--- src/rtl/uart_send_cfg.sv ---
// rtl/uart_send_cfg.sv - parametrised UART transmitter with valid/ready input; parity bit compiled in by UART_TX_PARITY_EN
module uart_send_cfg #(
    parameter int CLK_FREQ   = 50000000,
    parameter int UART_BPS   = 9600,
    parameter int DATA_BITS  = 8,
    parameter int STOP_BITS  = 1,
    parameter int PARITY_ODD = 0
) (
    input  logic                 clk,
    input  logic                 rst_n,
    input  logic [DATA_BITS-1:0] tx_data,
    input  logic                 tx_valid,
    output logic                 tx_ready,
    output logic                 uart_txd,
    output logic                 tx_busy,
    output logic                 tx_done
);

    localparam int BPS_CNT = CLK_FREQ / UART_BPS;
    localparam int CW      = $clog2(BPS_CNT);
    localparam int BW      = $clog2(DATA_BITS);

    localparam logic [CW-1:0] CNT_LAST  = CW'(BPS_CNT - 1);
    localparam logic [BW-1:0] BIT_LAST  = BW'(DATA_BITS - 1);
    localparam logic          STOP_LAST = 1'(STOP_BITS - 1);

    if (BPS_CNT < 2) begin : g_bad_bps
        $error("uart_send_cfg: CLK_FREQ/UART_BPS must be at least 2");
    end
    if (DATA_BITS < 5 || DATA_BITS > 9) begin : g_bad_data
        $error("uart_send_cfg: DATA_BITS must be 5..9");
    end
    if (STOP_BITS < 1 || STOP_BITS > 2) begin : g_bad_stop
        $error("uart_send_cfg: STOP_BITS must be 1 or 2");
    end
    if (PARITY_ODD != 0 && PARITY_ODD != 1) begin : g_bad_par
        $error("uart_send_cfg: PARITY_ODD must be 0 or 1");
    end

`ifdef UART_TX_PARITY_EN
    typedef enum logic [2:0] {IDLE, START, DATA, PARITY, STOP} state_t;
`else
    typedef enum logic [2:0] {IDLE, START, DATA, STOP} state_t;
`endif

    state_t                 state;
    logic [CW-1:0]          cnt;
    logic [BW-1:0]          bit_idx;
    logic                   stop_idx;
    logic [DATA_BITS-1:0]   shift;
`ifdef UART_TX_PARITY_EN
    logic                   parity;
`endif

    logic bit_end;
    assign bit_end = (cnt == CNT_LAST);

    // uart_txd is registered, so each transition loads the level of the bit that starts next
    always_ff @(posedge clk) begin
        if (!rst_n) begin
            state    <= IDLE;
            cnt      <= '0;
            bit_idx  <= '0;
            stop_idx <= 1'b0;
            shift    <= '0;
`ifdef UART_TX_PARITY_EN
            parity   <= 1'b0;
`endif
            uart_txd <= 1'b1;
            tx_ready <= 1'b0;
            tx_busy  <= 1'b0;
            tx_done  <= 1'b0;
        end else begin
            tx_done <= 1'b0;
            if (state == IDLE) begin
                cnt <= '0;
            end else begin
                cnt <= bit_end ? '0 : cnt + 1'b1;
            end
            case (state)
                IDLE: begin
                    if (tx_valid && tx_ready) begin
                        shift    <= tx_data;
`ifdef UART_TX_PARITY_EN
                        parity   <= (^tx_data) ^ (PARITY_ODD != 0);
`endif
                        bit_idx  <= '0;
                        stop_idx <= 1'b0;
                        state    <= START;
                        uart_txd <= 1'b0;
                        tx_ready <= 1'b0;
                        tx_busy  <= 1'b1;
                    end else begin
                        tx_ready <= 1'b1;
                    end
                end
                START: begin
                    if (bit_end) begin
                        state    <= DATA;
                        uart_txd <= shift[0];
                    end
                end
                DATA: begin
                    if (bit_end) begin
                        if (bit_idx == BIT_LAST) begin
`ifdef UART_TX_PARITY_EN
                            state    <= PARITY;
                            uart_txd <= parity;
`else
                            state    <= STOP;
                            uart_txd <= 1'b1;
`endif
                        end else begin
                            bit_idx  <= bit_idx + 1'b1;
                            shift    <= shift >> 1;
                            uart_txd <= shift[1];
                        end
                    end
                end
`ifdef UART_TX_PARITY_EN
                PARITY: begin
                    if (bit_end) begin
                        state    <= STOP;
                        uart_txd <= 1'b1;
                    end
                end
`endif
                STOP: begin
                    if (bit_end) begin
                        if (stop_idx == STOP_LAST) begin
                            state    <= IDLE;
                            tx_ready <= 1'b1;
                            tx_busy  <= 1'b0;
                            tx_done  <= 1'b1;
                        end else begin
                            stop_idx <= 1'b1;
                        end
                        uart_txd <= 1'b1;
                    end
                end
                default: begin
                    state    <= IDLE;
                    uart_txd <= 1'b1;
                    tx_busy  <= 1'b0;
                end
            endcase
        end
    end

endmodule

--- config.mk ---
export PLATFORM = sky130hd
export DESIGN_NAME = uart_send_cfg
export DESIGN_NICKNAME = d
export VERILOG_FILES = /design/src/rtl/uart_send_cfg.sv
export SDC_FILE = /design/constraint.sdc
export NUM_CORES = 1
export LEC_CHECK = 0
export ABC_AREA = 1
export CORE_MARGIN = 5
export CORE_UTILIZATION = 35
export DETAILED_ROUTE_END_ITERATION = 16
export SLEW_MARGIN = 40
export SYNTH_ARGS = -nofsm -noshare
export SYNTH_HDL_FRONTEND = slang
export SYNTH_SLANG_ARGS = --single-unit
--- constraint.sdc ---
create_clock -name clk -period 1.75 [get_ports clk]
set_input_delay 0.4375 -clock clk [delete_from_list [all_inputs] [get_ports clk]]
set_output_delay 0.4375 -clock clk [all_outputs]
set_load 0.05 [all_outputs]
==> results of run 1 <==
==> worst max-delay path, cell delays in order (launching register included) <==
cell                      delay, ns
sky130_fd_sc_hd__dfxtp_1       0.37
sky130_fd_sc_hd__ha_1          0.19
sky130_fd_sc_hd__nand2_2       0.11
sky130_fd_sc_hd__nor2_4        0.14
sky130_fd_sc_hd__nand3_4       0.14
sky130_fd_sc_hd__nand2_4       0.11
sky130_fd_sc_hd__nand3_2       0.22
sky130_fd_sc_hd__nor2_2        0.15
sky130_fd_sc_hd__nor2_1        0.06
==> synth_stat cells <==
cell type	count
sky130_fd_sc_hd__nand2_1	59
sky130_fd_sc_hd__dfxtp_1	30
sky130_fd_sc_hd__nor2_1	22
sky130_fd_sc_hd__inv_1	19
sky130_fd_sc_hd__a21oi_1	17
sky130_fd_sc_hd__nand4_1	13
sky130_fd_sc_hd__nand3_1	11
sky130_fd_sc_hd__ha_1	8
sky130_fd_sc_hd__nor3_1	5
sky130_fd_sc_hd__nor2_2	4
sky130_fd_sc_hd__inv_2	3
sky130_fd_sc_hd__xor2_1	3
sky130_fd_sc_hd__buf_2	2
sky130_fd_sc_hd__clkbuf_1	2
sky130_fd_sc_hd__nand2_2	2
sky130_fd_sc_hd__nand3_2	2
sky130_fd_sc_hd__o21ai_0	2
sky130_fd_sc_hd__a31oi_1	1
sky130_fd_sc_hd__buf_12	1
sky130_fd_sc_hd__buf_6	1
sky130_fd_sc_hd__clkbuf_8	1
sky130_fd_sc_hd__nand2_4	1
sky130_fd_sc_hd__nand3_4	1
sky130_fd_sc_hd__nand3b_1	1
sky130_fd_sc_hd__nor2_4	1
sky130_fd_sc_hd__nor3_2	1
sky130_fd_sc_hd__nor3b_1	1
sky130_fd_sc_hd__o21a_1	1
sky130_fd_sc_hd__o21ai_1	1
sky130_fd_sc_hd__o32ai_1	1
sky130_fd_sc_hd__or2_0	1
sky130_fd_sc_hd__or2_2	1
==> logic make-up (layout without fill, tap and decap cells) <==
| logic type | after synthesis | after routing | synth area share (%) |
|---|---|---|---|
| AOI/OAI and AO/OA | 23 | 23 | 7.69 |
| DFF | 30 | 30 | 37.6 |
| buffers and inverters | 29 | 53 | 9.10 |
| and+or+nand+nor | 126 | 126 | 37.6 |
| adders and majority gates | 8 | 8 | 6.27 |
| xor gates and xnor gates | 3 | 3 | 1.65 |
==> state kept, by name (all words and copies together) (netlist names) <==
name / cells
cnt: 13
shift: 8
bit_idx: 3
state: 2
tx_busy: 1
tx_done: 1
tx_ready: 1
uart_txd: 1
==> metal layers <==
layer | global-route usage, % | up-vias | share of wire, % | routed length (um)
met2 | 18.3 | 18 | 45 | 1460
met1 | 14.8 | 623 | 50 | 1610
met4 | 5.15 | 0 | 1.8 | 59
met3 | 3.47 | 7 | 3.2 | 104
li1 | - | 761 | - | -
met5 | 0 | - | 0 | 0
==> power by group through the flow <==
stage / registers [mW] / logic (mW) / clock network (mW)
floorplan: 0.987 / 0.904 / 0
global route: 0.905 / 1.43 / 0.637
detailed placement: 0.904 / 1.27 / 0
global placement: 0.907 / 1.27 / 0
CTS: 0.890 / 1.27 / 0.595
finish: 0.891 / 1.27 / 0.575
==> per-stage QoR <==
step | hold WS, ns | power [mW] | area (sq um) | std cells | util [%]
floorplan | 0.430 | 1.89 | 1600 | 219 | -
global placement | 0.447 | 2.17 | 1800 | 287 | 41.0
detailed placement | 0.448 | 2.17 | 1800 | 287 | 41.0
CTS | 0.462 | 2.76 | 1890 | 295 | 43.0
global route | 0.474 | 2.97 | 1890 | 295 | 43.1
finish | 0.456 | 2.74 | 1890 | 295 | 43.1
==> cells in the final DEF, fill, tap and decap left out, types with 2 or more instances in the layout <==
master and count:
sky130_fd_sc_hd__nand3_1 11, sky130_fd_sc_hd__clkdlybuf4s50_1 10, sky130_fd_sc_hd__nand3_2 2, sky130_fd_sc_hd__xor2_1 3, sky130_fd_sc_hd__nor3_1 5, sky130_fd_sc_hd__clkbuf_8 6, sky130_fd_sc_hd__nand4_1 13, sky130_fd_sc_hd__a21oi_1 17
sky130_fd_sc_hd__inv_1 19, sky130_fd_sc_hd__o21ai_0 2, sky130_fd_sc_hd__nor2_2 4, sky130_fd_sc_hd__buf_4 13, sky130_fd_sc_hd__nand2_1 59, sky130_fd_sc_hd__nor2_1 22, sky130_fd_sc_hd__ha_1 7, sky130_fd_sc_hd__dfxtp_1 30
sky130_fd_sc_hd__nand2_2 2, sky130_fd_sc_hd__inv_2 3
==> layout make-up <==
class                   instances  area [sq um]  area share, %
repair buffers                 23           198           10.5
multi-input cells             160           852           45.1
clock buffers                   7          86.3           4.57
clock inverters                 1          5.00          0.265
well taps                      52          65.1           3.44
flip-flops and latches         30           601           31.8
inverters                      22          82.6           4.37
==> worst min path at each step <==
stage	from	end	slack, ns
2_1_floorplan	cnt[0]	cnt[0]	0.43
3_3_place_gp	cnt[0]	cnt[0]	0.45
3_5_place_dp	uart_txd	uart_txd	0.45
4_1_cts	uart_txd	uart_txd	0.46
5_1_grt	shift[2]	shift[2]	0.47
6_report	uart_txd	uart_txd	0.46
==> repair_timing <==
action	in CTS	in global routing
setup endpoints to repair	0	4
gates resized for setup	0	1
hold buffers	0	0
==> flow_summary.toml, run 1 <==
[timing]
period_share_pct = 91.6
transition_time_of_the_tightest_slew_check_pin_ns = 0.267
max_fclk_ghz = 0.624
hold_viol_final = 0
final.setup.tns_ns = 0
layout_setup_ws_ns = 0.148
clock_skew_ns = 0.00684
min_period_ns = 1.60
max-slew-margin-rel_pct = 82.1
unrepaired_setup_endpoints_after_global_routing = "false"
timing.final.max_slew_violations = 0
setup_viol = 0

[cells_and_area]
antenna_cells = 0
filler_cell_count = 472
post_route_cells_drive_above_1_share_pct = 15.2
syn_to_final_growth_pct = 18.4
nNetsFinal = 261

[synthesis]
synthDominantAreaCellType = "sky130_fd_sc_hd__dfxtp_1"
yosysUniqueCellTypes = 32
postSynthAreaPerCell_sq_um = 7.28
post_synth_main_area_contributors = "sky130_fd_sc_hd__dfxtp_1 (38%), sky130_fd_sc_hd__nand2_1 (14%), sky130_fd_sc_hd__ha_1 (6.3%)"
count_of_mapped_cells_out_of_synthesis = 219
number_of_register_bits_inferred_by_synthesis = 30
sequential_to_total_area_share_from_yosys_stat_pct = 37.6
summed_instance_area_of_the_synthesized_netlist_sq_mm = 0.00160
synthesis.nets = 238
yosysWarnings = 0
synth.top_cell.area_share_pct = 37.6

[global_routing]
first_pass_grt_wire_length_um = 5790
grt_start_max_net_pins = 14
grt_overflow = 0
grt_use_total_pct = 11.7
number_of_antenna_violations_at_the_first_check_in_global_routing = 0
via_count_of_the_first_global_routing_pass = 1327

[power_and_ir_drop]
pwr_density_cell_mw_per_mm2 = 1450
clock_group_share_of_total_power_pct = 21.0
ir_worst_vdd_uv = 866
power_switching_share_pct = 41.6
intPower_mw = 1.60
leakage_dissipation_nw = 0.783
comb_power_share_pct = 46.4
seq_power_share_pct = 32.6
switching_power_mw = 1.14

[hold_path]
worstHoldPathCells = 2
hold_path_class = "reg -> reg"

[clock_tree]
htreeDepth = 2
root_buffer = "sky130_fd_sc_hd__clkbuf_8"
clock_sink_count = 30
cts.path.max_buffers = 2
clock_latency_on_the_worst_skew_pair_ns = 0.28
number_of_post_cts_setup_repair_buffers = 0
cts_tree = "yes"
path_clk_slew_ns = 0.06
tritoncts.num_buffers = 5

[worst_setup_path]
worstSetupPathType = "reg -> reg"
worst_r2r_path_depth = 8
worst_setup_path_start_kind = "flip-flop"
worstSetupStartpoint = "cnt[0]"
critPathArrivalTime_ns = 1.78
worst_setup_path_end_kind = "flip-flop"
reg2reg_setup_slack_ns = 0.15
reg2reg_to = "bit_idx[0]"
worstPathRequired_ns = 1.93
maximum_net_fanout_on_the_critical_path = 11
worstSetupEndpoint = "bit_idx[0]"
crit-reg2reg-launch = "cnt[0]"

[place]
gp_congestion = 0.802
worst_slack_placed_ns = 0.0862
place_hpwl_um = 2370
quantity_of_i_o_buffers_inserted_on_ports = 14

[routing]
wl_per_cell_um = 11.0
detail-route-antenna-nets = 0
routed-via-count = 1409
drt_iter0_drc = 86
totalWireLength_um = 3240
drtPass1Iterations = 7
drt_drc_violations_left = 0
detail_route.vias_per_cell = 4.78

[outcome]
outcome = "finished, final reports clean"

[floorplan]
die_area_sq_mm = 0.00601
initial_utilization_pct = 36.4
top_level_ports = 15
dieHeight_um = 77.5
floorplan.rows = 24
core_area_sq_mm = 0.00438
die_w_um = 77.5

[run]
max_cap_viol_count = 0
(Power assumes the default switching activity.)
==> inputs of run 2 (changes only) <==
- REMOVE_ABC_BUFFERS: default -> 1
==> run 2 against run 1 <==
Compared with the run above:
- flip-flop and latch count unchanged
- hold slack better by 0.0066 ns
- worst setup slack better by 0.085 ns
==> flow_summary.toml, run 2 (same netlist as run 1, synthesis figures left out) <==
[worst_setup_path]
worst_r2r_path_depth = 10
maximum_net_fanout_on_the_critical_path = 6
crit-reg2reg-launch = "state[0]"
worstSetupPathType = "reg -> reg"
worst_setup_path_end_kind = "flip-flop"
worstSetupStartpoint = "state[0]"
critPathArrivalTime_ns = 1.69
worst_setup_path_start_kind = "flip-flop"
reg2reg_setup_slack_ns = 0.23
reg2reg_to = "state[1]"
worstPathRequired_ns = 1.93

[cells_and_area]
post_route_cells_drive_above_1_share_pct = 16.3
biggestRegsByFlops = "cnt: 13 flops, shift: 8 flops, bit_idx: 3 flops"
final_cell_area_sq_mm = 0.00192
syn_to_final_growth_pct = 20.3
filler_cell_count = 458
antenna_cells = 0
mostFrequentLayoutCell = "sky130_fd_sc_hd__nand2_1"
largest_register = "cnt"
layout.cells.most_common_list = "sky130_fd_sc_hd__nand2_1 (59), sky130_fd_sc_hd__dfxtp_1 (30), sky130_fd_sc_hd__nor2_1 (22), sky130_fd_sc_hd__inv_1 (19), sky130_fd_sc_hd__a21oi_1 (17)"
nNetsFinal = 264
largest_reg_flops = 13

[floorplan]
initial_utilization_pct = 36.4
core_area_sq_mm = 0.00438
top_level_ports = 15
die_w_um = 77.5
die_area_sq_mm = 0.00601
floorplan.rows = 24
dieHeight_um = 77.5

[timing]
clock_skew_ns = 0.00306
timing.final.max_slew_violations = 0
unrepaired_setup_endpoints_after_global_routing = "false"
hold_viol_final = 0
setup_viol = 0
period_share_pct = 86.7
transition_time_of_the_tightest_slew_check_pin_ns = 0.276
final.setup.tns_ns = 0
min_period_ns = 1.52
max-slew-margin-rel_pct = 81.5
max_fclk_ghz = 0.659

[global_routing]
via_count_of_the_first_global_routing_pass = 1338
grt_overflow = 0
number_of_antenna_violations_at_the_first_check_in_global_routing = 0
grt_start_max_net_pins = 14
first_pass_grt_wire_length_um = 5840
grt_use_total_pct = 11.6

[clock_tree]
root_buffer = "sky130_fd_sc_hd__clkbuf_8"
clock_sink_count = 30
number_of_post_cts_setup_repair_buffers = 0
htreeDepth = 2
path_clk_slew_ns = 0.06
cts_resized = 0
cts.path.max_buffers = 2
tritoncts.num_buffers = 5
clock_latency_on_the_worst_skew_pair_ns = 0.28
number_of_hold_repair_buffers_added_at_the_cts_stage = 0
cts_tree = "yes"

[routing]
drt_drc_violations_left = 0
wl_per_cell_um = 10.9
drtPass1Iterations = 4
detail_route.vias_per_cell = 4.75
drt_iter0_drc = 46
detail-route-antenna-nets = 0
totalWireLength_um = 3260
routed-via-count = 1415

[power_and_ir_drop]
leakage_dissipation_nw = 0.799
ir_worst_vdd_uv = 817
pwr_density_cell_mw_per_mm2 = 1430

[outcome]
outcome = "finished, final reports clean"

[hold_path]
hold_path_class = "reg -> reg"
worst_hold_startpoint = "uart_txd"
worstHoldPathCells = 2
whs_endpoint = "uart_txd"

[place]
gp_congestion = 0.728
place_area_sq_mm = 0.00182
quantity_of_i_o_buffers_inserted_on_ports = 14
place_hpwl_um = 2420

[run]
max_cap_viol_count = 0
-- run 2: stage by stage --
| step | instances | hold WS, ns | utilization [%] | setup slack [ns] | power, mW |
|---|---|---|---|---|---|
| 5_1_grt | 298 | 0.483 | 43.8 | 0.0497 | 2.96 |
| 6_report | 298 | 0.463 | 43.8 | 0.233 | 2.74 |
| 2_1_floorplan | 212 | 0.430 | - | 0.0431 | 1.76 |
| 3_3_place_gp | 290 | 0.449 | 41.5 | 0.103 | 2.15 |
| 3_5_place_dp | 290 | 0.453 | 41.5 | 0.0843 | 2.16 |
| 4_1_cts | 298 | 0.464 | 43.6 | 0.149 | 2.73 |
-- run 2: power by group --
group	leakage, nW	switching [mW]	internal (mW)
Combinational	0.507	0.803	0.481
Clock	0.0482	0.253	0.317
Sequential	0.244	0.0753	0.811
Total	0.799	1.13	1.61
-- run 2: final cells by class --
class | count | area (sq um) | share of cell area, %
inverter | 22 | 82.6 | 4.30
multi-input combinational | 160 | 860 | 44.8
tap | 52 | 65.1 | 3.39
timing repair buffer | 26 | 220 | 11.5
clock buffer | 7 | 86.3 | 4.50
clock inverter | 1 | 5.00 | 0.261
sequential | 30 | 601 | 31.3
-- run 2: worst max-delay path, cell delays in order (launching register included) --
cell and delay [ns]:
sky130_fd_sc_hd__dfxtp_1 0.34, sky130_fd_sc_hd__inv_1 0.11, sky130_fd_sc_hd__ha_2 0.27, sky130_fd_sc_hd__inv_1 0.07, sky130_fd_sc_hd__or2_2 0.29, sky130_fd_sc_hd__nand2_1 0.06, sky130_fd_sc_hd__inv_1 0.05, sky130_fd_sc_hd__nand3_2 0.09
sky130_fd_sc_hd__nand2_1 0.05, sky130_fd_sc_hd__nand2_1 0.05, sky130_fd_sc_hd__nor2_1 0.03
-- run 2: metal layers --
layer | up-vias | share of wire (%) | track usage [%] | wire, um
li1 | 763 | - | - | -
met1 | 625 | 54 | 16.1 | 1750
met2 | 25 | 42 | 17.6 | 1360
met3 | 2 | 4.2 | 3.82 | 136
met4 | 0 | 0.58 | 2.58 | 19
met5 | - | 0 | 0 | 0
-- run 2: worst max-delay path by stage --
stage / cells after the start / slack (ns) / to
2_1_floorplan: 10 / 0.04 / state[0]
3_3_place_gp: 6 / 0.10 / bit_idx[0]
3_5_place_dp: 8 / 0.08 / bit_idx[0]
4_1_cts: 8 / 0.15 / bit_idx[1]
5_1_grt: 8 / 0.05 / shift[3]
6_report: 10 / 0.23 / state[1]
==> inputs of run 3 (changes only) <==
- SKIP_CTS_REPAIR_TIMING: default -> 1
==> results of run 3 <==
Same layout as run 2: the final DEF is identical, and so are final timing and power.
